## src/rtl/arb_pkg.sv

```systemverilog
// ---------------------------------------------------------------------------
// arb_pkg
// Shared definitions for the bus arbiter: FSM state encoding, default
// parameter values and the wait-counter width.
// Ports: none (package).
// ---------------------------------------------------------------------------
package arb_pkg;

  localparam int unsigned DEF_NUM_MASTERS = 2;
  localparam int unsigned DEF_ADDR_W      = 19;
  localparam int unsigned DEF_DATA_W      = 16;
  localparam int unsigned DEF_RR_MODE     = 1;
  localparam int unsigned DEF_TIMEOUT     = 255;

  // Width of the GRANT wait counter; TIMEOUT is limited to 1..65535.
  localparam int unsigned WAIT_W = 16;

  typedef enum logic [0:0] {
    IDLE  = 1'b0,
    GRANT = 1'b1
  } arb_state_e;

  // Next index in a ring of n entries.
  function automatic int unsigned wrap_next(input int unsigned idx, input int unsigned n);
    return ((idx + 32'd1) >= n) ? 32'd0 : (idx + 32'd1);
  endfunction

endpackage

```

## src/rtl/bus_arbiter_if.sv

```systemverilog
// ---------------------------------------------------------------------------
// bus_arbiter_if
// Bundles the per-master request bus, the shared slave bus and the arbiter
// status outputs.
//   m_*           : packed per-master vectors, master i at slice i
//   q_m_*         : shared slave bus (q_m_data_in / q_m_ack are OR-combined
//                   slave returns)
//   grant_active, grant_idx, timeout_err : arbiter status
// Modports:
//   slave  : the arbiter (serves the masters, drives the slave bus)
//   master : the environment (masters plus slaves) around the arbiter
// q_m_addr is a word address: bit 0 of the vector carries byte-address bit 1.
// ---------------------------------------------------------------------------
interface bus_arbiter_if import arb_pkg::*; #(
  parameter int unsigned NUM_MASTERS = DEF_NUM_MASTERS,
  parameter int unsigned ADDR_W      = DEF_ADDR_W,
  parameter int unsigned DATA_W      = DEF_DATA_W
);

  localparam int unsigned IDX_W  = $clog2(NUM_MASTERS);
  localparam int unsigned BSEL_W = DATA_W / 8;

  // Per-master side
  logic [NUM_MASTERS*ADDR_W-1:0] m_addr;
  logic [NUM_MASTERS*DATA_W-1:0] m_data_out;
  logic [NUM_MASTERS-1:0]        m_access;
  logic [NUM_MASTERS-1:0]        m_wr_en;
  logic [NUM_MASTERS*BSEL_W-1:0] m_bytesel;
  logic [NUM_MASTERS*DATA_W-1:0] m_data_in;
  logic [NUM_MASTERS-1:0]        m_ack;

  // Shared slave side
  logic [ADDR_W-1:0]             q_m_addr;
  logic [DATA_W-1:0]             q_m_data_out;
  logic                          q_m_wr_en;
  logic [BSEL_W-1:0]             q_m_bytesel;
  logic                          q_m_access;
  logic [DATA_W-1:0]             q_m_data_in;
  logic                          q_m_ack;

  // Status
  logic                          grant_active;
  logic [IDX_W-1:0]              grant_idx;
  logic                          timeout_err;

  modport slave (
    input  m_addr, m_data_out, m_access, m_wr_en, m_bytesel,
    input  q_m_data_in, q_m_ack,
    output m_data_in, m_ack,
    output q_m_addr, q_m_data_out, q_m_wr_en, q_m_bytesel, q_m_access,
    output grant_active, grant_idx, timeout_err
  );

  modport master (
    output m_addr, m_data_out, m_access, m_wr_en, m_bytesel,
    output q_m_data_in, q_m_ack,
    input  m_data_in, m_ack,
    input  q_m_addr, q_m_data_out, q_m_wr_en, q_m_bytesel, q_m_access,
    input  grant_active, grant_idx, timeout_err
  );

endinterface

```

## src/rtl/rr_pick.sv

```systemverilog
// ---------------------------------------------------------------------------
// rr_pick
// Combinational rotating priority encoder: returns the first set bit of req
// found when scanning upward from index base, wrapping modulo N.
//   req   : request vector
//   base  : index with highest priority (0 gives plain lowest-index priority)
//   idx   : selected index (0 when nothing is requested)
//   valid : at least one request is present
// ---------------------------------------------------------------------------
module rr_pick #(
  parameter  int unsigned N  = 2,
  localparam int unsigned IW = $clog2(N)
) (
  input  logic [N-1:0]  req,
  input  logic [IW-1:0] base,
  output logic [IW-1:0] idx,
  output logic          valid
);

  // Scan N positions starting at base; the first hit wins.
  always_comb begin
    int unsigned pos;
    idx   = '0;
    valid = 1'b0;
    pos   = 0;
    for (int unsigned i = 0; i < N; i++) begin
      pos = (32'(base) + i) % N;
      if (!valid && req[IW'(pos)]) begin
        valid = 1'b1;
        idx   = IW'(pos);
      end
    end
  end

endmodule

```

## src/rtl/bus_arbiter.sv

```systemverilog
// ---------------------------------------------------------------------------
// bus_arbiter
// Arbitrates NUM_MASTERS request/ack masters onto one shared slave bus.
// An IDLE/GRANT FSM registers a winner (round-robin or fixed priority), then
// routes the owner's request to the slave bus until the slave acks, the
// owner withdraws, or the wait counter hits TIMEOUT-1 (which answers the
// owner with all-ones data and a timeout_err pulse).
// Ports:
//   clk   : clock, rising edge
//   reset : asynchronous, active-high
//   bus   : bus_arbiter_if.slave -- master request bus, shared slave bus
//           and status (grant_active, grant_idx, timeout_err)
// ---------------------------------------------------------------------------
module bus_arbiter import arb_pkg::*; #(
  parameter int unsigned NUM_MASTERS = DEF_NUM_MASTERS,
  parameter int unsigned ADDR_W      = DEF_ADDR_W,
  parameter int unsigned DATA_W      = DEF_DATA_W,
  parameter int unsigned RR_MODE     = DEF_RR_MODE,
  parameter int unsigned TIMEOUT     = DEF_TIMEOUT
) (
  input  logic         clk,
  input  logic         reset,
  bus_arbiter_if.slave bus
);

  localparam int unsigned       IDX_W     = $clog2(NUM_MASTERS);
  localparam int unsigned       BSEL_W    = DATA_W / 8;
  localparam logic [WAIT_W-1:0] WAIT_LAST = WAIT_W'(TIMEOUT - 1);

  arb_state_e                    state_q, state_d;
  logic [IDX_W-1:0]              grant_idx_q, grant_idx_d;
  logic [IDX_W-1:0]              rr_ptr_q, rr_ptr_d;
  logic [WAIT_W-1:0]             wait_q, wait_d;

  logic [IDX_W-1:0]              pick_base;
  logic [IDX_W-1:0]              pick_idx;
  logic                          pick_valid;

  logic                          owner_req;
  logic                          done_ack;
  logic                          done_to;

  logic [ADDR_W-1:0]             sel_addr;
  logic [DATA_W-1:0]             sel_data;
  logic                          sel_wr;
  logic [BSEL_W-1:0]             sel_bsel;

  logic [NUM_MASTERS-1:0]        ack_vec;
  logic [NUM_MASTERS*DATA_W-1:0] rdata_vec;

  // Fixed priority is the rotating encoder pinned at base 0.
  assign pick_base = (RR_MODE != 0) ? rr_ptr_q : '0;

  rr_pick #(
    .N (NUM_MASTERS)
  ) u_rr_pick (
    .req   (bus.m_access),
    .base  (pick_base),
    .idx   (pick_idx),
    .valid (pick_valid)
  );

  // Owner's request and slave-bus mux; the bus parks at fixed values in IDLE.
  always_comb begin
    owner_req = 1'b0;
    sel_addr  = '0;
    sel_data  = '0;
    sel_wr    = 1'b0;
    sel_bsel  = '1;
    for (int unsigned i = 0; i < NUM_MASTERS; i++) begin
      if (grant_idx_q == IDX_W'(i)) begin
        owner_req = bus.m_access[i];
        if (state_q == GRANT) begin
          sel_addr = bus.m_addr[i*ADDR_W +: ADDR_W];
          sel_data = bus.m_data_out[i*DATA_W +: DATA_W];
          sel_wr   = bus.m_wr_en[i];
          sel_bsel = bus.m_bytesel[i*BSEL_W +: BSEL_W];
        end
      end
    end
  end

  // Next-state logic: slave ack beats owner withdrawal beats timeout.
  always_comb begin
    state_d     = state_q;
    grant_idx_d = grant_idx_q;
    rr_ptr_d    = rr_ptr_q;
    wait_d      = wait_q;
    done_ack    = 1'b0;
    done_to     = 1'b0;
    case (state_q)
      IDLE: begin
        if (pick_valid) begin
          state_d     = GRANT;
          grant_idx_d = pick_idx;
          wait_d      = '0;
        end
      end
      GRANT: begin
        if (bus.q_m_ack) begin
          done_ack = 1'b1;
          state_d  = IDLE;
        end else if (!owner_req) begin
          state_d  = IDLE;
        end else if (wait_q == WAIT_LAST) begin
          done_to  = 1'b1;
          state_d  = IDLE;
        end else begin
          wait_d   = wait_q + WAIT_W'(1);
        end
        // Any end of grant moves the round-robin pointer past the owner.
        if (state_d == IDLE) begin
          rr_ptr_d = IDX_W'(wrap_next(32'(grant_idx_q), NUM_MASTERS));
        end
      end
      default: begin
        state_d = IDLE;
      end
    endcase
  end

  // Completion back to the owner only; everyone else sees zeros.
  always_comb begin
    ack_vec   = '0;
    rdata_vec = '0;
    for (int unsigned i = 0; i < NUM_MASTERS; i++) begin
      if (grant_idx_q == IDX_W'(i)) begin
        ack_vec[i] = done_ack | done_to;
        if (done_ack) begin
          rdata_vec[i*DATA_W +: DATA_W] = bus.q_m_data_in;
        end else if (done_to) begin
          rdata_vec[i*DATA_W +: DATA_W] = {DATA_W{1'b1}};
        end
      end
    end
  end

  // State register; reset aborts any grant in flight.
  always_ff @(posedge clk or posedge reset) begin
    if (reset) begin
      state_q     <= IDLE;
      grant_idx_q <= '0;
      rr_ptr_q    <= '0;
      wait_q      <= '0;
    end else begin
      state_q     <= state_d;
      grant_idx_q <= grant_idx_d;
      rr_ptr_q    <= rr_ptr_d;
      wait_q      <= wait_d;
    end
  end

  // q_m_access drops in the ack cycle so the slave never sees a second beat.
  assign bus.q_m_access   = (state_q == GRANT) & owner_req & ~bus.q_m_ack;
  assign bus.q_m_addr     = sel_addr;
  assign bus.q_m_data_out = sel_data;
  assign bus.q_m_wr_en    = sel_wr;
  assign bus.q_m_bytesel  = sel_bsel;

  assign bus.m_ack        = ack_vec;
  assign bus.m_data_in    = rdata_vec;

  assign bus.grant_active = (state_q == GRANT);
  assign bus.grant_idx    = grant_idx_q;
  assign bus.timeout_err  = done_to;

endmodule

```

## src/flat_wrapper.sv

```systemverilog
// flat-port wrapper written by rule: the top's interface ports become plain ports
module bus_arbiter_flat import arb_pkg::*;
#(
  parameter int unsigned NUM_MASTERS = DEF_NUM_MASTERS,
  parameter int unsigned ADDR_W      = DEF_ADDR_W,
  parameter int unsigned DATA_W      = DEF_DATA_W,
  parameter int unsigned RR_MODE     = DEF_RR_MODE,
  parameter int unsigned TIMEOUT     = DEF_TIMEOUT
)
  (clk, reset, bus_m_addr, bus_m_data_out, bus_m_access, bus_m_wr_en, bus_m_bytesel, bus_q_m_data_in, bus_q_m_ack, bus_m_data_in, bus_m_ack, bus_q_m_addr, bus_q_m_data_out, bus_q_m_wr_en, bus_q_m_bytesel, bus_q_m_access, bus_grant_active, bus_grant_idx, bus_timeout_err);
  bus_arbiter_if #(.NUM_MASTERS(NUM_MASTERS), .ADDR_W(ADDR_W), .DATA_W(DATA_W)) bus_i ();
  input  logic clk;
  input  logic reset;
  input wire logic [$bits(bus_i.m_addr)-1:0] bus_m_addr;
  input wire logic [$bits(bus_i.m_data_out)-1:0] bus_m_data_out;
  input wire logic [$bits(bus_i.m_access)-1:0] bus_m_access;
  input wire logic [$bits(bus_i.m_wr_en)-1:0] bus_m_wr_en;
  input wire logic [$bits(bus_i.m_bytesel)-1:0] bus_m_bytesel;
  input wire logic [$bits(bus_i.q_m_data_in)-1:0] bus_q_m_data_in;
  input wire logic [$bits(bus_i.q_m_ack)-1:0] bus_q_m_ack;
  output wire logic [$bits(bus_i.m_data_in)-1:0] bus_m_data_in;
  output wire logic [$bits(bus_i.m_ack)-1:0] bus_m_ack;
  output wire logic [$bits(bus_i.q_m_addr)-1:0] bus_q_m_addr;
  output wire logic [$bits(bus_i.q_m_data_out)-1:0] bus_q_m_data_out;
  output wire logic [$bits(bus_i.q_m_wr_en)-1:0] bus_q_m_wr_en;
  output wire logic [$bits(bus_i.q_m_bytesel)-1:0] bus_q_m_bytesel;
  output wire logic [$bits(bus_i.q_m_access)-1:0] bus_q_m_access;
  output wire logic [$bits(bus_i.grant_active)-1:0] bus_grant_active;
  output wire logic [$bits(bus_i.grant_idx)-1:0] bus_grant_idx;
  output wire logic [$bits(bus_i.timeout_err)-1:0] bus_timeout_err;
  assign bus_i.m_addr = bus_m_addr;
  assign bus_i.m_data_out = bus_m_data_out;
  assign bus_i.m_access = bus_m_access;
  assign bus_i.m_wr_en = bus_m_wr_en;
  assign bus_i.m_bytesel = bus_m_bytesel;
  assign bus_i.q_m_data_in = bus_q_m_data_in;
  assign bus_i.q_m_ack = bus_q_m_ack;
  assign bus_m_data_in = bus_i.m_data_in;
  assign bus_m_ack = bus_i.m_ack;
  assign bus_q_m_addr = bus_i.q_m_addr;
  assign bus_q_m_data_out = bus_i.q_m_data_out;
  assign bus_q_m_wr_en = bus_i.q_m_wr_en;
  assign bus_q_m_bytesel = bus_i.q_m_bytesel;
  assign bus_q_m_access = bus_i.q_m_access;
  assign bus_grant_active = bus_i.grant_active;
  assign bus_grant_idx = bus_i.grant_idx;
  assign bus_timeout_err = bus_i.timeout_err;
  bus_arbiter #(.NUM_MASTERS(NUM_MASTERS), .ADDR_W(ADDR_W), .DATA_W(DATA_W), .RR_MODE(RR_MODE), .TIMEOUT(TIMEOUT)) u_core (.clk(clk), .reset(reset), .bus(bus_i));
endmodule
```

## config.mk

```make
export PLATFORM = sky130hd
export DESIGN_NAME = bus_arbiter_flat
export DESIGN_NICKNAME = d
export VERILOG_FILES = /design/src/rtl/arb_pkg.sv /design/src/rtl/bus_arbiter_if.sv /design/src/rtl/rr_pick.sv /design/src/rtl/bus_arbiter.sv /design/src/flat_wrapper.sv
export SDC_FILE = /design/constraint.sdc
export NUM_CORES = 1
export LEC_CHECK = 0
export CORE_ASPECT_RATIO = 2
export CORE_UTILIZATION = 30
export DETAILED_ROUTE_END_ITERATION = 10
export PLACE_DENSITY = 0.74
export SLEW_MARGIN = 20
export SYNTH_ARGS = -nofsm -noshare
export SYNTH_HDL_FRONTEND = slang
export SYNTH_SLANG_ARGS = --single-unit
export TNS_END_PERCENT = 5
```

## constraint.sdc

```tcl
create_clock -name clk -period 2.3 [get_ports clk]
set_input_delay 0.575 -clock clk [delete_from_list [all_inputs] [get_ports clk]]
set_output_delay 0.575 -clock clk [all_outputs]
set_load 0.1 [all_outputs]
```

== After elaboration in Yosys (flattened, before gate mapping) ==
Index checks and enable logic that the tools add are counted.
Word-level totals
  flip-flop bits (word level): 19
  input port bits: 97
  output and inout port bits: 76
  word-level logic and storage cells: 75
Operators by class
  $add $sub $neg: 3
  order comparisons: 3
  equality and inequality tests: 5
  muxes and demuxes: 49
  bitwise operators: 6
  reduce and logical (&&, ||, !) cells: 5
Operator list (number)
  2-to-1 mux 16 bit: 12
  2-to-1 mux 19 bit: 4
  case mux 16 bit (2 select lines): 1
  2-to-1 mux 1 bit: 27
  adder 16 x 1 -> 16 bit, second input constant: 1
  == test 16 x 8 -> 1 bit, second input constant: 1
  2-to-1 mux 2 bit: 4
  inequality test 2 bit, second input constant: 3
  < comparator 1 x 2 -> 1 bit, second input constant: 2
  AND reduction 2 bit: 2
  AND reduction 4 bit: 1
  NOT 1 bit: 3
  adder 1 x 1 -> 2 bit, second input constant: 1
  AND 1 bit: 2
  greater-or-equal comparator 2 bit, second input constant: 1
  inequality test 2 x 1 -> 1 bit, second input constant: 1
  case mux 1 bit (2 select lines): 1
  adder 1 bit, second input constant: 1
  logical AND 1 bit: 1
  logical NOT 1 bit: 1
  OR 1 bit: 1

== Longest topological paths before layout ==
Gate-level depths: netlist of the first run.
  depth in word-level cells: 8
  depth in mapped cells: 8

== Modules after synthesis ==
Synthesis of the first run repeated with hierarchy kept, for this count alone.
Unflattened totals
  cells, all modules: 276
  area total of the unflattened synthesis: 2337.2 µm²
Modules (own cells, without submodules)
  bus_arbiter: instances 1, cells an instance 273, area each 2319.7 µm²
  rr_pick: instances 1, cells an instance 3, area each 17.5 µm²

== Least setup slack after synthesis of the first run ==
OpenSTA, ideal clock, no wires.
  kind: reg2out
  start point: reg u_core.state_q (netlist: u_core.bus.grant_active)
  end point: out bus_m_data_in[16]
  data arrival time: 3.992 ns
  data required time: 1.725 ns
  slack: -2.267 ns
  cell stages (with the launch flop): 6
  path buffers: 1
  cell sequence: dfrtp_1 -> and4b_1 -> nand4_1 -> o31a_1 -> buf_6 -> nor3b_1
Between the ends
  word-level cells in the longest chain between the ends: 4
RTL lines
  start, declared: line bus_arbiter.sv:30  | arb_state_e state_q, state_d;
  start signal, assigned: line bus_arbiter.sv:146  | state_q <= state_d;
  2-to-1 mux 1 bit: line bus_arbiter.sv:91  | case (state_q)
  2-to-1 mux 16 bit: line bus_arbiter.sv:131  | end else if (done_to) begin
  2-to-1 mux 16 bit (*): line bus_arbiter.sv:129  | if (done_ack) begin
  2-to-1 mux 16 bit (*): line bus_arbiter.sv:127  | if (grant_idx_q == IDX_W'(i)) begin
  end, declared: line flat_wrapper.sv:21  | output wire logic [$bits(bus_i.m_data_in)-1:0] bus_m_data_in;
Mark *: on every way between the ends. The rest lies on a longest branch, timed or not.

== Final worst setup path of the first run ==
  start point: reg u_core.wait_q[0]
  end point: out bus_m_data_in[18]
Between the ends
  word-level cells in the longest chain between the ends: 8
RTL lines
  start, declared: line bus_arbiter.sv:33  | logic [WAIT_W-1:0] wait_q, wait_d;
  start signal, assigned: line bus_arbiter.sv:149  | wait_q <= wait_d;
  == test 16 x 8 -> 1 bit: line bus_arbiter.sv:105  | end else if (wait_q == WAIT_LAST) begin
  2-to-1 mux 1 bit: line bus_arbiter.sv:105
  2-to-1 mux 1 bit: line bus_arbiter.sv:103  | end else if (!owner_req) begin
  2-to-1 mux 1 bit: line bus_arbiter.sv:100  | if (bus.q_m_ack) begin
  2-to-1 mux 1 bit: line bus_arbiter.sv:91
  2-to-1 mux 16 bit: line bus_arbiter.sv:131
  2-to-1 mux 16 bit: line bus_arbiter.sv:129
  2-to-1 mux 16 bit: line bus_arbiter.sv:127
No other way between the ends.

==> results of run 1 <==
where the power goes:
group	switching (µW)	internal, µW
Sequential	40.8	397
Clock	140	236
Combinational	5100	2750
Total	5280	3380
metal layers:
| metal | track usage (%) | wire [µm] |
|---|---|---|
| met4 | 8.72 | 254 |
| met3 | 3.41 | 783 |
| met5 | 0 | 0 |
| met1 | 31.3 | 3660 |
| met2 | 48.6 | 5540 |
worst reg2reg max path: stages (launching register included):
cell	delay, ps
sky130_fd_sc_hd__dfrtp_4	460
sky130_fd_sc_hd__buf_4	190
sky130_fd_sc_hd__inv_2	150
sky130_fd_sc_hd__buf_12	270
sky130_fd_sc_hd__o21ai_0	170
sky130_fd_sc_hd__o21ai_1	100
sky130_fd_sc_hd__buf_4	210
sky130_fd_sc_hd__o221ai_1	130
Yosys cell counts (4+ instances only):
cell	number	area (µm²)
sky130_fd_sc_hd__nor2_1	54	203
sky130_fd_sc_hd__mux2i_1	39	390
sky130_fd_sc_hd__dfrtp_1	19	475
sky130_fd_sc_hd__a31oi_1	13	81.3
sky130_fd_sc_hd__nor3_1	13	65.1
sky130_fd_sc_hd__nor3b_2	13	163
sky130_fd_sc_hd__inv_1	10	37.5
sky130_fd_sc_hd__nor3_2	9	90.1
sky130_fd_sc_hd__buf_2	8	40.0
sky130_fd_sc_hd__nand2_1	8	30.0
sky130_fd_sc_hd__o211ai_1	8	60.1
sky130_fd_sc_hd__nand4_1	7	43.8
sky130_fd_sc_hd__buf_1	6	22.5
sky130_fd_sc_hd__clkbuf_1	6	22.5
sky130_fd_sc_hd__nand3_1	6	30.0
sky130_fd_sc_hd__o21ai_1	6	30.0
sky130_fd_sc_hd__and4_1	4	35.0
sky130_fd_sc_hd__buf_6	4	45.0
sky130_fd_sc_hd__nand2b_1	4	25.0
cell type report:
type                    count  area (µm²)
fillers                   436        1530
repair buffers            207        2790
flip-flops and latches     19         483
clock inverters             1        7.51
inverters                  11        41.3
clock buffers               3        75.1
multi-input cells         221        1950
well taps                  90         113
flip-flops by register name, indices dropped and copies added, names as in the netlist:
| register | flops |
|---|---|
| u_core.wait_q | 16 |
| u_core.bus.grant_active | 1 |
| u_core.bus.grant_idx | 1 |
| u_core.pick_base | 1 |
worst min path at each step:
stage / slack, ps / cells after the start / endpoint / startpoint
after global placement: 500 / 1 / u_core.pick_base / u_core.pick_base
final: 560 / 1 / u_core.pick_base / u_core.pick_base
after detailed placement: 540 / 1 / u_core.pick_base / u_core.pick_base
after floorplan: 470 / 1 / u_core.pick_base / u_core.pick_base
after CTS: 550 / 1 / u_core.pick_base / u_core.pick_base
after global routing: 570 / 1 / u_core.pick_base / u_core.pick_base
through the flow:
stage               hold WS (ps)  area [µm²]  utilization, %  TNS, ps  worst slack (ps)
floorplan                    472        2580               -   -44190              -673
global placement             498        5330            76.2   -13450              -424
detailed placement           538        5330            76.2   -15480              -491
CTS                          551        5450            77.9   -18840              -590
global route                 570        5460            78.1   -22280              -680
finish                       558        5460            78.1   -17830              -570
logic make-up after synthesis:
group | after synthesis | share of synthesized area (%)
AO/OA/AOI/OAI | 45 | 13.8
adder cells (fa/ha/maj) | 2 | 1.14
buffers and inverters | 35 | 7.82
flip-flops | 19 | 21.7
multiplexers | 39 | 17.8
AND/OR/NAND/NOR | 135 | 37.8
what timing repair did:
item,in CTS,in global routing
endpoints found under the hold margin,0,0
pin swaps,10,6
gates resized for setup,5,3
endpoints found under the setup margin,39,68
==> results.toml, run 1 <==
[clock_tree]
cts-buffers-inserted = 3
clkSinkCount = 19
cts-root-to-sink-buffers = 2
postCtsHoldBufs = 0
cts_tree = "yes"
cts.repair_timing.setup_buffer_count = 0
clock_insertion_delay_worst_skew_ps = 260
cts.clk_slew.worst_paths_ps = 60
cts.htree.levels = 1
clock_tree.root_cell = "sky130_fd_sc_hd__clkbuf_16"

[logic_synthesis]
ys.flop_type = "sky130_fd_sc_hd__dfrtp_1"
yosysWarnings = 0
portion_of_the_post_synthesis_area_used_by_sequential_elements_pct = 21.7
synth_nets = 374
syn_area_per_cell_um2 = 7.97
fraction_of_registers_with_async_set_or_reset_after_synthesis_pct = 100
mappedNetlistArea_um2 = 2190
synth_edf_count = 0
yosys.cell_types.count = 41
postSynthRegisterBits = 19
syn_inst = 275

[sta]
setup-violations-final = 36
count_of_endpoints_failing_hold_in_the_final_timing_report = 0
rsz0062_at_grt = "true"
fmaxAchievable_mhz = 348
final_period_minus_worst_setup_slack_ps = 2870
period_share_pct = 125
drv_slew = 0
max-slew-margin-rel_pct = 64.6
timing.clock.skew_ps = 3.47
worst_slew_pin_slew_ps = 529
final_critical_path_setup_slack_ps = -570

[die]
coreArea_um2 = 6990
rows = 43
die_w_um = 62.4
die-area_um2 = 7670
io_pins = 173
die_y_um = 123
initial_utilization_pct = 31.3

[critical_path]
cp-start-kind = "flop"
worstPathCellList = "inv_1 -> ha_1 -> nor4b_4 -> nand4_1 -> o31a_2 -> buf_12 -> nor3b_4 -> buf_12"
critical_path_arrival_ps = 2290
critical_path.reg2reg.endpoint = "u_core.wait_q[7]"
cp.required_ps = 1730
worstPathMaxFanout = 19
reg2reg_setup_slack_ps = 470
critical_register_to_register_path_startpoint = "u_core.bus.grant_active"
startpoint_of_the_worst_setup_timing_path = "u_core.wait_q[0]"
timing.critical_path.mode_cell = "sky130_fd_sc_hd__buf_12"
path_depth = 8
critical_path.max_stage_delay_ps = 410
worst_r2r_path_depth = 7
crit_path_end_kind = "output port"
crit_type = "reg2out"
cpLargestDelayFamily = "simple AND/OR/NAND/NOR gates"
critical_path.endpoint = "bus_m_data_in[18]"
timing.critical_path.slowest_stage_cell = "sky130_fd_sc_hd__o31a_2"
path_buf_inv = 3

[layout]
flow.area_growth_from_synthesis_pct = 149
antenna-diode-count = 0
fin_cells = 552
final_layout_size_suffix_gt1_share_pct = 42.9
most-common-layout-cells = "96 x sky130_fd_sc_hd__clkdlybuf4s50_1, 78 x sky130_fd_sc_hd__buf_12, 37 x sky130_fd_sc_hd__nor2_2"
layout.nets = 562
mostFrequentLayoutCell = "sky130_fd_sc_hd__clkdlybuf4s50_1"

[route]
detail_route.wirelength_mm = 10.2
vias = 2968
drt_iter0_markers = 208
avgRoutedWirePerCell_um = 18.5
drt_pass1_iterations = 4
routed_via_density = 5.38
detail-route-antenna-nets = 0
drc = 0

[power_and_ir_drop]
design_power_total_uw = 8660
p_leak_uw = 0.00220
ir_drop_v = 0.00131
power.density_nw_per_um2 = 1590

[flow_run]
maxCapViolations = 0

[placed_design]
portBuffers = 172
dp_hpwl_mm = 8.25
dpl.cell_count = 548
place_congestion = 0.924

[global_route]
track_usage_pct = 26.5
grt_max_degree = 76
grt_pass1_wl_mm = 15.9
antenna_found_initial = 0
grt-ovfl-total = 0
vias_in_the_first_global_route = 2903

[outcome]
violations = "negative setup slack"
status = "finished, violations left"

[min_path]
min_path_type = "reg2reg"
Note: power is estimated with default switching activity, not from simulation.
==> run 2: changes to the inputs <==
--- a/config.mk
+++ b/config.mk
@@ -5,10 +5,13 @@
 export SDC_FILE = /design/constraint.sdc
 export NUM_CORES = 1
 export LEC_CHECK = 0
+export CAP_MARGIN = 20
+export CELL_PAD_IN_SITES_DETAIL_PLACEMENT = 0
+export CELL_PAD_IN_SITES_GLOBAL_PLACEMENT = 1
 export CORE_ASPECT_RATIO = 2
-export CORE_UTILIZATION = 30
+export CORE_UTILIZATION = 22
 export DETAILED_ROUTE_END_ITERATION = 10
-export PLACE_DENSITY = 0.74
+export PLACE_DENSITY_LB_ADDON = 0.1
 export SLEW_MARGIN = 20
 export SYNTH_ARGS = -nofsm -noshare
 export SYNTH_HDL_FRONTEND = slang
==> run 2 against run 1 <==
Effect of this change: the run still ends with negative setup slack left; critical path type unchanged; via count decreased by 3.5%; clock skew is 1.5 ps higher; register-to-register slack worse by 290 ps; non-clock buffer count is 4 higher; core utilization shrank 21 points; critical path depth unchanged; worst setup slack got worse by 0.63 ps; largest power group unchanged; flip-flop and latch count stayed put.
==> results.toml, run 2 (synthesis results as in run 1) <==
[critical_path]
cp.required_ps = 1730
cp-start-kind = "flop"
crit_type = "reg2out"
crit_path_end_kind = "output port"
worstPathMaxFanout = 13
critical_path_arrival_ps = 2300

[sta]
setup-violations-final = 36
timing.clock.skew_ps = 4.97
drv_slew = 0
final_critical_path_setup_slack_ps = -570
count_of_endpoints_failing_hold_in_the_final_timing_report = 0
rsz0062_at_grt = "true"
fmaxAchievable_mhz = 348
period_share_pct = 125
final_period_minus_worst_setup_slack_ps = 2870
holdWs_ps = 502
worst_slew_pin_slew_ps = 512
finalSetupTns_ps = -18490
max-slew-margin-rel_pct = 65.9

[layout]
layout.filler_cells = 854
layout.nets = 566
largest_register_ffs = 16
most-common-layout-cells = "96 x sky130_fd_sc_hd__clkdlybuf4s50_1, 78 x sky130_fd_sc_hd__buf_12, 36 x sky130_fd_sc_hd__mux2i_1, 36 x sky130_fd_sc_hd__nor2_2, 32 x sky130_fd_sc_hd__buf_4"
multiInputGateArea_um2 = 1950
final_layout_size_suffix_gt1_share_pct = 43.6
max_flop_register = "u_core.wait_q"
flow.area_growth_from_synthesis_pct = 155
area.sequential_um2 = 483
antenna-diode-count = 0
mostFrequentLayoutCell = "sky130_fd_sc_hd__clkdlybuf4s50_1"

[die]
die-area_um2 = 10400
initial_utilization_pct = 22.6
coreArea_um2 = 9700
die_y_um = 143
io_pins = 173
rows = 51
die_w_um = 72.6

[power_and_ir_drop]
ir_drop_v = 0.000872
design_power_total_uw = 8700
power_frac_clock_pct = 4.3
switching_share_pct = 60.7
power.density_nw_per_um2 = 1560
power.combinational.fraction_pct = 90.7
p_leak_uw = 0.00224
seqPwrFrac_pct = 5.0
internal_power_uw = 3420
switching_power_uw = 5280

[global_route]
use_met3_pct = 3.74
grt-ovfl-total = 0
grt_max_degree = 76
grt_busiest_layer = "met2"
grtUsageMet1_pct = 21.2
grt_pass1_wl_mm = 15.3
vias_in_the_first_global_route = 2786
antenna_found_initial = 0
met2_track_demand_over_resource_in_global_routing_pct = 35.9
track_usage_pct = 19.3

[outcome]
status = "finished, violations left"
violations = "negative setup slack"

[route]
drc = 0
drt_pass1_iterations = 4
vias = 2864
detail-route-antenna-nets = 0
routed_via_density = 4.79
avgRoutedWirePerCell_um = 16.7
detail_route.wirelength_mm = 10.0
drt_iter0_markers = 108

[clock_tree]
clkSinkCount = 19
cts-buffers-inserted = 3
cts.clk_slew.worst_paths_ps = 60
clock_insertion_delay_worst_skew_ps = 260
clock_tree.root_cell = "sky130_fd_sc_hd__clkbuf_16"
cts.htree.levels = 1
postCtsHoldBufs = 0
cts_tree = "yes"
cts-root-to-sink-buffers = 2

[placed_design]
portBuffers = 172
place_congestion = 0.813
dp_hpwl_mm = 8.02

[flow_run]
maxCapViolations = 0

[min_path]
min_path_type = "reg2reg"
## run 2: area by class of cell
| type | count | area share (%) |
|---|---|---|
| timing repair buffer | 211 | 51.2 |
| sequential | 19 | 8.66 |
| inverter | 11 | 0.740 |
| clock inverter | 1 | 0.0897 |
| tap | 132 | 2.96 |
| clock buffer | 3 | 1.35 |
| multi-input combinational | 221 | 35.0 |
## run 2: path summary, 6_finish.rpt
path	startpoint	slack (ps)	depth (start not counted)	to
max reg2reg	u_core.wait_q[0]	180	11	u_core.wait_q[1]
min reg2reg	u_core.pick_base	500	1	u_core.pick_base
max in group asynchronous	reset	1400	3	u_core.bus.grant_idx
max	u_core.wait_q[0]	-570	8	bus_m_data_in[17]
min	u_core.pick_base	500	1	u_core.pick_base
min in group asynchronous	reset	640	3	u_core.wait_q[10]
## run 2: metrics by stage
| step | area, µm² | setup WS [ps] | utilization, % | instances |
|---|---|---|---|---|
| floorplan | 2580 | -673 | - | 275 |
| global placement | 5390 | -448 | 55.5 | 590 |
| detailed placement | 5390 | -461 | 55.5 | 590 |
| CTS | 5570 | -598 | 57.4 | 598 |
| global route | 5580 | -704 | 57.5 | 598 |
| finish | 5580 | -570 | 57.5 | 598 |
## run 2: routing by layer
layer	routed length, µm	up-vias
li1	-	1407
met1	3500	1330
met2	5570	118
met3	765	9
met4	162	0
met5	0	-
## run 2: worst max-delay path, cell delays in order (launching register included)
cell	delay, ps
sky130_fd_sc_hd__dfrtp_1	380
sky130_fd_sc_hd__inv_1	60
sky130_fd_sc_hd__ha_1	150
sky130_fd_sc_hd__nor4b_4	260
sky130_fd_sc_hd__nand4_1	190
sky130_fd_sc_hd__o31a_4	360
sky130_fd_sc_hd__buf_12	190
sky130_fd_sc_hd__nor3b_4	220
sky130_fd_sc_hd__buf_12	200
## run 2: what timing repair did
| action | in CTS | in global routing |
|---|---|---|
| gates resized for setup | 11 | 3 |
| pin swaps | 15 | 4 |
| setup endpoints to repair | 37 | 59 |
| hold endpoints to repair | 0 | 0 |
| cloned | 1 | 0 |
| setup buffers | 3 | 0 |
## run 2: power groups by stage
stage | clock network (µW) | logic [µW] | registers (µW)
floorplan | 0 | 5020 | 581
global placement | 0 | 7830 | 433
detailed placement | 0 | 7860 | 435
CTS | 388 | 7940 | 433
global route | 396 | 8160 | 438
finish | 377 | 7890 | 433
